## config.mk

```make
export PLATFORM = sky130hd
export DESIGN_NAME = rsa_const_gen
export DESIGN_NICKNAME = d
export VERILOG_FILES = /design/src/rtl/rsa_pkg.sv /design/src/rtl/rsa_mod_double.sv /design/src/rtl/rsa_const_gen.sv
export SDC_FILE = /design/constraint.sdc
export NUM_CORES = 1
export LEC_CHECK = 0
export CAP_MARGIN = 40
export CORE_ASPECT_RATIO = 1.25
export CORE_UTILIZATION = 30
export DETAILED_ROUTE_END_ITERATION = 16
export GPL_TIMING_DRIVEN = 0
export PLACE_DENSITY = 0.51
export SLEW_MARGIN = 20
export SYNTH_ARGS = -nofsm -noshare
export SYNTH_HDL_FRONTEND = slang
export SYNTH_SLANG_ARGS = --single-unit
```

## constraint.sdc

```tcl
create_clock -name clk -period 2.03 [get_ports clk]
set_input_delay 0.406 -clock clk [delete_from_list [all_inputs] [get_ports clk]]
set_output_delay 0.406 -clock clk [all_outputs]
set_load 0.05 [all_outputs]
```

## src/rtl/rsa_pkg.sv

```systemverilog
// Shared constants and types for the RSA constant generator slice.
package rsa_pkg;

  parameter int RSA_WIDTH = 8;

  typedef enum logic [1:0] {
    CG_IDLE,
    CG_CALC,
    CG_FIN
  } cg_state_t;

endpackage

```

## src/rtl/rsa_mod_double.sv

```systemverilog
// Combinational modular doubling: r2 = 2*r mod p, assuming r < p.
module rsa_mod_double #(
  parameter int WIDTH = 8
) (
  input  logic [WIDTH-1:0] r_i,
  input  logic [WIDTH-1:0] p_i,
  output logic [WIDTH-1:0] r2_o
);

  logic [WIDTH-1:0] t_lo;
  logic             ge;

  // The carried-out MSB alone guarantees 2r >= p; the result fits in WIDTH bits.
  assign t_lo = {r_i[WIDTH-2:0], 1'b0};
  assign ge   = r_i[WIDTH-1] | (t_lo >= p_i);
  assign r2_o = ge ? (t_lo - p_i) : t_lo;

endmodule

```

## src/rtl/rsa_const_gen.sv

```systemverilog
// Montgomery constant 2^(2*WIDTH) mod P by repeated modular doubling.
// Optional RSA_CONST_PCHECK_EN rejects zero/even moduli with err.
module rsa_const_gen
  import rsa_pkg::*;
#(
  parameter int WIDTH = RSA_WIDTH
) (
  input  logic             clk,
  input  logic             rst,
  input  logic             ena,
  input  logic             clear,
  input  logic             start,
  input  logic [WIDTH-1:0] p_in,
  output logic             busy,
  output logic             done,
  output logic             const_valid,
  output logic [WIDTH-1:0] const_out,
  output logic             err
);

  localparam int CW = $clog2(2*WIDTH) + 1;
  localparam logic [CW-1:0] LAST = CW'(2*WIDTH - 1);

  cg_state_t        state_q, state_d;
  logic [WIDTH-1:0] r_q, r_d;
  logic [WIDTH-1:0] p_q, p_d;
  logic [WIDTH-1:0] const_q, const_d;
  logic [CW-1:0]    cnt_q, cnt_d;
  logic             done_q, done_d;
  logic             valid_q, valid_d;
  logic             err_q, err_d;
  logic [WIDTH-1:0] r_dbl;
  logic             p_bad;

  rsa_mod_double #(.WIDTH(WIDTH)) u_dbl (
    .r_i (r_q),
    .p_i (p_q),
    .r2_o(r_dbl)
  );

`ifdef RSA_CONST_PCHECK_EN
  assign p_bad = (p_in == '0) || !p_in[0];
`else
  assign p_bad = 1'b0;
`endif

  always_comb begin
    state_d = state_q;
    r_d     = r_q;
    p_d     = p_q;
    const_d = const_q;
    cnt_d   = cnt_q;
    done_d  = 1'b0;
    valid_d = valid_q;
    err_d   = err_q;
    if (clear) begin
      state_d = CG_IDLE;
      r_d     = '0;
      cnt_d   = '0;
      const_d = '0;
      valid_d = 1'b0;
      err_d   = 1'b0;
    end else begin
      case (state_q)
        CG_IDLE: begin
          if (start) begin
            p_d     = p_in;
            cnt_d   = '0;
            valid_d = 1'b0;
            err_d   = 1'b0;
            if (p_bad) begin
              err_d   = 1'b1;
              done_d  = 1'b1;
              const_d = '0;
            end else begin
              r_d     = (p_in == WIDTH'(1)) ? '0 : WIDTH'(1);
              state_d = CG_CALC;
            end
          end
        end
        CG_CALC: begin
          r_d   = r_dbl;
          cnt_d = cnt_q + 1'b1;
          if (cnt_q == LAST) state_d = CG_FIN;
        end
        CG_FIN: begin
          const_d = r_q;
          done_d  = 1'b1;
          valid_d = 1'b1;
          state_d = CG_IDLE;
        end
        default: state_d = CG_IDLE;
      endcase
    end
  end

  always_ff @(posedge clk or posedge rst) begin
    if (rst) begin
      state_q <= CG_IDLE;
      r_q     <= '0;
      p_q     <= '0;
      const_q <= '0;
      cnt_q   <= '0;
      done_q  <= 1'b0;
      valid_q <= 1'b0;
      err_q   <= 1'b0;
    end else if (ena) begin
      state_q <= state_d;
      r_q     <= r_d;
      p_q     <= p_d;
      const_q <= const_d;
      cnt_q   <= cnt_d;
      done_q  <= done_d;
      valid_q <= valid_d;
      err_q   <= err_d;
    end
  end

  assign busy        = (state_q != CG_IDLE);
  assign done        = done_q;
  assign const_valid = valid_q;
  assign const_out   = const_q;
  assign err         = err_q;

endmodule

```

# Yosys cells after proc, flatten, opt, wreduce, memory -nomap -nowiden
# Cells that the tools add are included.
[op_classes] add_sub_neg=2 order_cmp=1 n_eq_ne=6 muxes=21 bitwise_logic=2 reduce_logical=13
[op_table] op="$mux 8" n=5
[op_table] op="$pmux 8 s2" n=1
[op_table] op="$reduce_and 3->1" n=4
[op_table] op="$mux 5" n=2
[op_table] op="$pmux 5 s2" n=1
[op_table] op="$eq 8x1->1 const B" n=1
[op_table] op="$ge 8x8->1" n=1
[op_table] op="$reduce_bool 2->1" n=4
[op_table] op="$sub 8x8->8" n=1
[op_table] op="$mux 1" n=7
[op_table] op="$mux 2" n=3
[op_table] op="$ne 3x3->1 const B" n=2
[op_table] op="$reduce_bool 3->1" n=2
[op_table] op="$add 5x1->5 const B" n=1
[op_table] op="$eq 5x4->1 const B" n=1
[op_table] op="$pmux 2 s2" n=1
[op_table] op="$reduce_and 4->1" n=1
[op_table] op="$eq 2x1->1 const B" n=1
[op_table] op="$eq 2x2->1 const B" n=1
[op_table] op="$logic_not 2->1" n=1
[op_table] op="$pmux 1 s2" n=1
[op_table] op="$reduce_and 2->1" n=1
[op_table] op="$not 1->1" n=1
[op_table] op="$or 1x1->1" n=1
[word_totals] ff_bits=34

# Depth between registers and ports, before layout
# Gate-level depths: netlist (run 1).
[depth] ltp_word=5 ltp_mapped=9 depth_no_buf=9

# By module
# Synthesis (run 1) repeated with hierarchy kept, for this count alone.
[hier_totals] hier_cells=183 area_unflattened_um2=1983.2
[modules_own_cells] mod="rsa_const_gen" instances=1 cells_per_inst=105 area_each_um2=1423.9 seq_area_each_um2=825.8
[modules_own_cells] mod="rsa_mod_double" instances=1 cells_per_inst=78 area_each_um2=559.3 seq_area_each_um2=0.0

# Least setup slack after synthesis (run 1)
# Ideal clock, no wire load.
[synth_timing] path_type="register to register" start="register r_q[0]" end="register r_q[5]" setup_time_ns=0.123 t_arrival_ns=1.842 required_time_ns=1.907 setup_slack_ns=0.065 path_stages_with_launch=8 period_less_slack_ns=1.965 path_cell_list="dfrtp_1 > fa_1 > o211ai_1 > nand2_2 > a41o_2 > and3_1 > a31oi_1 > nand2_1"
[synth_between] elab_chain_len=5 word_cells_on_any_way=6 cone_classes="1 x add/sub; 1 x order compare; 3 x mux; 1 x bitwise"
[synth_rtl] element="from (decl)" line="rsa_const_gen.sv:25" rtl="logic [WIDTH-1:0] r_q, r_d;"
[synth_rtl] element="from (signal assigned)" line="rsa_const_gen.sv:109" rtl="r_q <= r_d;"
[synth_rtl] element="$ge 8x8->1" line="rsa_mod_double.sv:15" rtl="assign ge = r_i[WIDTH-1] | (t_lo >= p_i);"
[synth_rtl] element="$or 1x1->1" line="rsa_mod_double.sv:15"
[synth_rtl] element="$mux 8 (*)" line="rsa_mod_double.sv:16" rtl="assign r2_o = ge ? (t_lo - p_i) : t_lo;"
[synth_rtl] element="$pmux 8 s2 (*)" line="rsa_const_gen.sv:64" rtl="case (state_q)"
[synth_rtl] element="$mux 8 (*)" line="rsa_const_gen.sv:56" rtl="if (clear) begin"
# Every way passes the cells marked *; elsewhere a longest branch is shown, timed or not.
# A chain may end at the register's enable or synchronous reset.

# Final worst setup path (run 1)
[layout_timing] start="register r_q[1]" end="register r_q[7]"
# Same word-level chain as after synthesis.

==> results of run 1 <==
-- sequential cells by signal, summed over array words and instances (netlist names) --
| signal | flops |
|---|---|
| cnt_q | 5 |
| const_out | 8 |
| const_valid | 1 |
| done | 1 |
| p_q | 8 |
| r_q | 8 |
| state_q | 2 |
-- synthesized netlist by cell type (2+ instances only) --
cell       instances
clkbuf_1           3
xnor2_1            3
a311o_1            2
buf_2              2
xor2_1             2
inv_1             13
o21ai_1            4
and3_1             2
nand2_1           18
a22oi_1            7
dfrtp_1           33
nor2_1             6
a32oi_1            4
a21oi_1            8
nand2b_1           5
ha_1              10
o21ai_0           13
mux2i_1            2
mux2_2             7
a32o_1             2
nor3_1             2
o2bb2ai_1          8
nand3_1            4
inv_2              2
-- worst max-delay path, cell delays in order, from the launching register on --
cell and delay, ns:
dfrtp_1 0.43, ha_1 0.39, o21ai_1 0.14, a21oi_1 0.08, a311o_1 0.37, xnor2_1 0.13
nand2_1 0.07, a32o_1 0.24
-- repair_timing --
action                     4_1_cts  5_1_grt
hold buffers                     0        0
gates resized for setup          6       12
setup endpoints to repair        7        8
buffers inserted                 4        1
pin swaps                        5        7
-- stage by stage --
step	worst slack [ns]	instances
after floorplan	0.06531	187
after global placement	-0.1812	292
after detailed placement	-0.1448	292
after CTS	0.01639	304
after global routing	-0.02787	305
final	0.07033	305
-- worst paths after layout --
| path | to | depth (start not counted) |
|---|---|---|
| setup / recovery | r_q[7] | 7 |
| hold / removal | cnt_q[4] | 2 |
| setup reg to reg | r_q[7] | 7 |
| hold reg to reg | cnt_q[4] | 2 |
| max in group asynchronous | r_q[0] | 2 |
| min in group asynchronous | const_out[1] | 2 |
-- routing by layer --
metal	global-route usage [%]	wire [um]	up-vias
met3	3.683	136	6
met4	4.902	57	0
li1	-	-	757
met5	0	0	-
met1	17.65	1863	727
met2	26.17	2287	24
-- power by group through the flow --
stage | Combinational (mW) | Clock, mW | Sequential (mW)
floorplan | 0.404 | 0 | 0.776
CTS | 0.617 | 0.498 | 0.770
finish | 0.636 | 0.478 | 0.769
global route | 0.703 | 0.524 | 0.778
global placement | 0.549 | 0 | 0.780
detailed placement | 0.552 | 0 | 0.783
-- kinds of logic (layout without fill, tap and decap cells) --
group	count (synthesis)	in the layout	share of synthesized area (%)
AOI/OAI and AO/OA	59	59	22.60
xor gates and xnor gates	5	5	2.320
adders and majority gates	11	11	7.687
buffers and inverters	22	58	5.103
DFF	33	33	43.74
muxes	10	10	5.832
other	1	1	0.1986
and+or+nand+nor	46	46	12.53
-- layout make-up --
cell class	instances	area [um2]
timing repair buffer	28	270.3
multi-input combinational	132	1017
tap	82	102.6
fill	616	3538
clock buffer	6	72.57
sequential	33	827.0
buffer	7	40.04
clock inverter	2	10.01
inverter	15	56.30
==> run metrics, run 1 <==
clk_skew=between 0.008 and 0.009 ns; leading area contributor after synthesis=dfrtp_1; startpoint types=register; Pins Over Slew Limit=0; peak supply drop=between 400 and 500 uV; Mapped Area=1888 um2; async set or reset register ratio after synthesis=100.0%; Reg power frac=40.9%; drc violations=0; Fin. Hold Viols=0; switching pwr=~0.64 mW; outcome=completed; Worst-Margin Slew=0.7008 ns; period utilization=96.54%; fmax=510.3 MHz; GRT Residual Overflow=0; unrepaired setup endpoints after global routing=true; Worst setup startpoint=r_q[1]; CTS Root Cell=clkbuf_8; reg2reg setup slack=approximately 0.07 ns; Port-buffer cells=23; CTS tree=done; Final #Nets=between 200 and 250; clock buffer depth=2; CP Data Required Time=2.20 ns; Hold WS=just under 0.5 ns; leading cell types in the layout, fill and taps excluded=dfrtp_1 (32), clkdlybuf4s50_1 (22), nand2_1 (18); Ant. Diodes=0; vias in the first global route=1570; initial drt markers=39; Leakage=1.005 nW; drt first pass iters=4; hold_sp=cnt_q[4]; Comb power frac=33.8%; Yosys reg bits=33; largest net degree at the start of global routing=34; Post-Syn Nets=between 200 and 250; sequential-to-total area share from yosys stat=43.74%; Top FF cell, synth=dfrtp_1; Setup Viol. Count Final=0; clk_lat worst skew=0.29 ns; DR vias/cell=between 4 and 5; Setup TNS=0 ns; Post-DP Area=2221 um2; post-route cell area=roughly 2400 um2; via count=roughly 1500; Slew Limit Headroom=53.21%; Final GP Congestion=0.8046; Worst Setup End Kind=register; P per Cell Area=between 700 and 800 nW/um2; final core utilization=approximately two fifths; Gate Count Post-Synth=187; Yosys cell types=49; first-pass GRT wire length=~7500 um; synthesis warning total=0; Clock transition at path regs=roughly 0.06 ns; core region area=roughly 6000 um2; Top Ports=25; final wirelength=4344 um; cell internal pwr=1.246 mW; GRT Total Usage=15.01%; top post-synthesis cells by area=dfrtp_1 (44%), ha_1 (6.6%), mux2_2 (4.2%); Initial Utilization=a little under a third; initial antenna violation count=0; Setup CP Type=register to register; sw frac=33.83%; Max-Cap Viols=0; ANT nets after route=0; share of layout cells above drive strength 1=between 20% and 30%; CP arrival=2.13 ns; Pwr Total=1.883 mW; Clk pwr share=between 20% and 30%; Min Clock Period, post-route=1.960 ns; H-tree depth=2; Post-synth EDFFs=0; Syn Area/Cell=10.10 um2; Die X=72.96 um; most common cell after layout, fill and taps aside=dfrtp_1; CP max FO=5; worst min path class=register to register; DR WL/cell=14.24 um; synth-to-layout area growth=26.91%; TritonCTS Buffers=5; # rows=31; CTS sink cnt=33; Yosys top cell area share=43.74%; Die Y=~91 um; Die ar.=~6600 um2; r2r startpoint=r_q[1]; Final HPWL DP=3174 um
(Power assumes the default switching activity.)
==> run 2, diff against run 1 <==
Settings changed: CORE_MARGIN set to 5.
Clock period 2.03 ns to 1.57 ns, I/O delays scaled along.
==> run 2 against run 1 <==
Compared with the run above:
- the flow now finishes with violations (negative setup slack)
- clock skew shrank 0.0038 ns
- via count grew 3.3%
- die area grew 21%
- combinational power grew 48%
==> run metrics, run 2 (synthesized netlist as in run 1, its figures left out) <==
synth-to-layout area growth=35.92% (was 26.91%); GRT Residual Overflow=0 (unchanged); Top Ports=25 (unchanged); FF+latch area=827.0 um2 (unchanged); period utilization=125.8% (was 96.54%); Reg2Reg Depth=7 (unchanged); clk_lat worst skew=0.28 ns (was 0.29 ns); DR vias/cell=4.965 (was 4.964); drt first pass iters=4 (unchanged); Clock transition at path regs=0.07 ns (was 0.06 ns); Initial Utilization=30.62% (was 31.82%); H-tree depth=2 (unchanged); CP arrival=2.14 ns (was 2.13 ns); Final #Nets=254 (was 246); ANT nets after route=0 (unchanged); drc violations=0 (unchanged); vias in the first global route=1538 (was 1570); share of layout cells above drive strength 1=27.83% (was 21.52%); via count=1564 (was 1514); DR WL/cell=15.01 um (was 14.24 um); reg2reg setup slack=-0.40 ns (was 0.07 ns); worst min path class=primary input to asynchronous set/reset pin (was register to register); initial antenna violation count=0 (unchanged); Pins Over Slew Limit=0 (unchanged); CTS sink cnt=33 (unchanged); Worst setup startpoint=r_q[6] (was r_q[1]); startpoint types=register (unchanged); peak supply drop=678.1 uV (was 437.4 uV); worst setup margin=-0.4044 ns (was 0.07033 ns); CTS Root Cell=clkbuf_8 (unchanged); core region area=6166 um2 (was 5934 um2); Crit Reg-Reg Endpoint=r_q[7] (unchanged); Die X=80.96 um (was 72.96 um); TritonCTS Buffers=5 (unchanged); Fin. Hold Viols=0 (unchanged); CP Data Required Time=1.74 ns (was 2.20 ns); Setup CP Type=register to register (unchanged); CP max FO=7 (was 5); Min Clock Period, post-route=1.974 ns (was 1.960 ns); first-pass GRT wire length=7810 um (was 7534 um); multi-input logic area=1106 um2 (was 1017 um2); CTS tree=done (unchanged); Die Y=98.70 um (was 90.70 um); Setup Viol. Count Final=8 (was 0); leading cell types in the layout, fill and taps excluded=dfrtp_1 (32), nand2_1 (17), buf_4 (13) (was dfrtp_1 (32), clkdlybuf4s50_1 (22), nand2_1 (18)); outcome=finished with violations (was completed); Final GP Congestion=0.7624 (was 0.8046); largest net degree at the start of global routing=34 (unchanged); Worst-Margin Slew=0.7182 ns (was 0.7008 ns); Die ar.=7990 um2 (was 6617 um2); # rows=32 (was 31); r2r startpoint=r_q[6] (was r_q[1]); initial drt markers=44 (was 39); Slew Limit Headroom=52.05% (was 53.21%); hold_buf cts=0 (unchanged); Port-buffer cells=23 (unchanged); P per Cell Area=1009 nW/um2 (was 786.1 nW/um2); Final HPWL DP=3349 um (was 3174 um); GRT Total Usage=12.72% (was 15.01%); post-route cell area=2566 um2 (was 2396 um2); Worst Setup End Kind=register (unchanged); clock buffer depth=2 (unchanged); Ant. Diodes=0 (unchanged); failing checks=negative setup slack; # fillers=638 (was 616); Leakage=1.114 nW (was 1.005 nW); fmax=506.5 MHz (was 510.3 MHz); clk_skew=0.004909 ns (was 0.008744 ns); final wirelength=4727 um (was 4344 um); Critical Path End=r_q[7] (unchanged); Pwr Total=2.589 mW (was 1.883 mW); most common cell after layout, fill and taps aside=dfrtp_1 (unchanged); Post-DP Area=2232 um2 (was 2221 um2); Max-Cap Viols=0 (unchanged); unrepaired setup endpoints after global routing=true (unchanged)
[run 2: cell types whose count changed in the layout (fill, tap and decap cells not counted), moves of 2 or more]
cell,delta
clkdlybuf4s50_1,-11
dlygate4sd2_1,+9
buf_4,+8
clkbuf_1,-3
ha_2,-3
o21ai_0,-3
buf_2,-2
clkbuf_2,+2
clkinv_2,-2
ha_4,+2
[run 2: cell type report]
type	instances	area share, %
plain buffers	6	1.853
well taps	85	4.144
clock buffers	7	3.364
flip-flops and latches	33	32.23
inverters	15	2.194
multi-input cells	133	43.10
repair buffers	36	13.12
[run 2: timing repair]
action / CTS / global route
pin swaps: 6 / 7
gates cloned: 0 / 1
setup buffers: 6 / 7
endpoints found under the setup margin: 41 / 24
gates resized for setup: 41 / 12
endpoints found under the hold margin: 0 / 0
[run 2: worst min-delay path by stage]
stage	startpoint	end	slack, ns
after floorplan	ena	state_q[1]	0.41
after global placement	cnt_q[4]	cnt_q[4]	0.47
after detailed placement	cnt_q[4]	cnt_q[4]	0.47
after CTS	rst	const_out[3]	0.49
after global routing	cnt_q[4]	cnt_q[4]	0.53
final	rst	const_out[1]	0.47
[run 2: metal layers]
| metal | vias up | wire length [um] | share of wire (%) | global-route usage [%] |
|---|---|---|---|---|
| met2 | 35 | 2398 | 51 | 21.51 |
| li1 | 766 | - | - | - |
| met3 | 7 | 212 | 4.5 | 3.382 |
| met5 | - | 0 | 0 | 0 |
| met4 | 0 | 68 | 1.4 | 3.381 |
| met1 | 756 | 2047 | 43 | 15.81 |
[run 2: stage by stage]
step / setup TNS, ns / setup slack [ns] / util (%) / hold slack, ns / std cells
4_1_cts: -2.778 / -0.4284 / 39.71 / 0.4878 / 308
3_5_place_dp: -14.34 / -0.5628 / 36.20 / 0.4720 / 295
2_1_floorplan: -1.796 / -0.3157 / - / 0.4104 / 187
5_1_grt: -3.358 / -0.4814 / 41.62 / 0.5251 / 315
6_report: -2.616 / -0.4044 / 41.62 / 0.4724 / 315
3_3_place_gp: -24.87 / -0.5827 / 36.20 / 0.4658 / 295
[run 2: worst max-delay path: stages (launching register included)]
cell	delay, ns
dfrtp_1	0.43
ha_1	0.42
a211oi_2	0.23
o21ai_2	0.12
a41oi_4	0.21
buf_12	0.15
nand2b_1	0.06
a32o_1	0.25
[run 2: power breakdown]
| part | switching [mW] | internal [mW] |
|---|---|---|
| logic | 0.508 | 0.436 |
| registers | 0.0664 | 0.933 |
| clock network | 0.298 | 0.348 |
==> run 3, diff against run 2 <==
Settings changed: SETUP_SLACK_MARGIN set to 0.15.
==> run 3 against run 2 <==
Compared with the run above:
- the run still ends with negative setup slack left
- sequential share of layout area is 1.7 points lower
- combinational power is 9% higher
- highest routed layer unchanged
- sequential cell count stayed put
- total power is 3.5% higher
- worst setup slack worse by 0.015 ns
- critical path type unchanged
- critical endpoint is now r_q[5]
==> run metrics, run 3 (synthesized netlist as in run 1, its figures left out) <==
clock buffer depth=2 (unchanged); core region area=6166 um2 (unchanged); TritonCTS Buffers=5 (unchanged); CTS Root Cell=clkbuf_8 (unchanged); unrepaired setup endpoints after global routing=true (unchanged); vias in the first global route=1608 (was 1538); Ant. Diodes=0 (unchanged); # rows=32 (unchanged); # fillers=626 (was 638); Min Clock Period, post-route=1.990 ns (was 1.974 ns); drt first pass iters=4 (unchanged); multi-input logic area=1167 um2 (was 1106 um2); Die Y=98.70 um (unchanged); WP buf/inv=1 (unchanged); Hold WS=0.4746 ns (was 0.4724 ns); share of layout cells above drive strength 1=38.56% (was 27.83%); CP Data Required Time=1.79 ns (was 1.74 ns); Final #Nets=260 (was 254); Critical Path, Cell by Cell=ha_2 > nand2_1 > o21ai_2 > a41oi_4 > buf_12 > a2111oi_2 > a31oi_1 > nand2_1 (was ha_1 > a211oi_2 > o21ai_2 > a41oi_4 > buf_12 > nand2b_1 > a32o_1); Port-buffer cells=23 (unchanged); failing checks=negative setup slack (unchanged); initial drt markers=63 (was 44); Top Ports=25 (unchanged); worst min path class=primary input to asynchronous set/reset pin (unchanged); DR vias/cell=5.019 (was 4.965); fmax=502.6 MHz (was 506.5 MHz); Slew Limit Headroom=51.92% (was 52.05%); via count=1611 (was 1564); P per Cell Area=987.9 nW/um2 (was 1009 nW/um2); outcome=finished with violations (unchanged); leading cell types in the layout, fill and taps excluded=dfrtp_1 (32), nand2_1 (17), buf_4 (15) (was dfrtp_1 (32), nand2_1 (17), buf_4 (13)); CTS sink cnt=33 (unchanged); CP arrival=2.21 ns (was 2.14 ns); Leakage=1.136 nW (was 1.114 nW); H-tree depth=2 (unchanged); Die X=80.96 um (unchanged); ANT nets after route=0 (unchanged); Pwr Total=2.680 mW (was 2.589 mW); final wirelength=5029 um (was 4727 um); Pins Over Slew Limit=0 (unchanged); CP peak stage delay=0.43 ns (about the same); Initial Utilization=30.62% (unchanged); GRT Residual Overflow=0 (unchanged); Final GP Congestion=0.7624 (unchanged); Top delay family on crit path=compound AO/OA/AOI/OAI gates (unchanged); synth-to-layout area growth=43.67% (was 35.92%); largest net degree at the start of global routing=34 (unchanged); CTS tree=done (unchanged); DP Worst Slack=-0.5628 ns (unchanged); hold_buf cts=0 (unchanged); drc violations=0 (unchanged); most used cell, CP=nand2_1; Die ar.=7990 um2 (unchanged); Clock transition at path regs=0.07 ns (about the same); Setup CP Type=register to register (unchanged); most common cell after layout, fill and taps aside=dfrtp_1 (unchanged); startpoint types=register (unchanged); first-pass GRT wire length=8017 um (was 7810 um); final core utilization=43.99% (was 41.62%); worst setup margin=-0.4196 ns (was -0.4044 ns); clk_skew=0.006011 ns (was 0.004909 ns); clk_lat worst skew=0.28 ns (about the same); initial antenna violation count=0 (unchanged); Max-Cap Viols=0 (unchanged); DR WL/cell=15.67 um (was 15.01 um); Final HPWL DP=3349 um (unchanged); CP max stage cell=dfrtp_1 (unchanged); Setup Viol. Count Final=8 (unchanged); period utilization=126.7% (was 125.8%); Worst Setup End Kind=register (unchanged); Fin. Hold Viols=0 (unchanged); CP max FO=7 (unchanged); peak supply drop=680.6 uV (was 678.1 uV); GRT Total Usage=13.00% (was 12.72%); Worst-Margin Slew=0.7202 ns (was 0.7182 ns); FF+latch area=827.0 um2 (unchanged); Setup TNS=-2.468 ns (was -2.616 ns)
[run 3: what timing repair did]
action                     CTS  global route
gates resized for setup     67            27
setup buffers               10             7
setup endpoints to repair   43            33
cloned                       1             1
pin swaps                    7            16
[run 3: per-stage QoR]
stage               cell area (um2)  cells
finish                         2713    321
global route                   2713    321
CTS                            2530    313
detailed placement             2232    295
floorplan                      1896    187
global placement               2232    295
[run 3: layout make-up]
cell class	instances	share of cell area [%]
timing repair buffer	41	15.13
inverter	15	2.076
sequential	33	30.49
clock buffer	7	3.183
buffer	7	2.168
multi-input combinational	133	43.04
tap	85	3.921
[run 3: report_power, final]
group          switching (mW)  internal [mW]  total (mW)
sequential             0.0686          0.933        1.00
clock                   0.304          0.348       0.652
combinational           0.538          0.489        1.03
[run 3: final timing paths]
check / startpoint / endpoint / slack (ns) / cells after the start
worst min-delay path: rst / r_q[7] / 0.47 / 2
worst max-delay path: r_q[5] / r_q[5] / -0.42 / 8
worst min register to register: cnt_q[4] / cnt_q[4] / 0.48 / 2
worst max register to register: r_q[5] / r_q[5] / -0.42 / 8
max in group asynchronous: rst / r_q[0] / 0.59 / 2
min in group clk: cnt_q[4] / cnt_q[4] / 0.48 / 2
[run 3: layer usage]
metal | share of wire [%] | global-route usage (%) | wire (um) | up-vias
met5 | 0 | 0 | 0 | -
met1 | 43 | 15.76 | 2142 | 784
li1 | - | - | - | 781
met2 | 52 | 22.33 | 2596 | 33
met4 | 1.9 | 3.771 | 97 | 0
met3 | 3.8 | 3.382 | 192 | 13
[run 3: worst register-to-register path: stages (launching register included)]
cell       delay, ns
dfrtp_1         0.43
ha_2            0.42
nand2_1         0.09
o21ai_2         0.23
a41oi_4         0.06
buf_12          0.16
a2111oi_2       0.37
a31oi_1         0.08
nand2_1         0.09
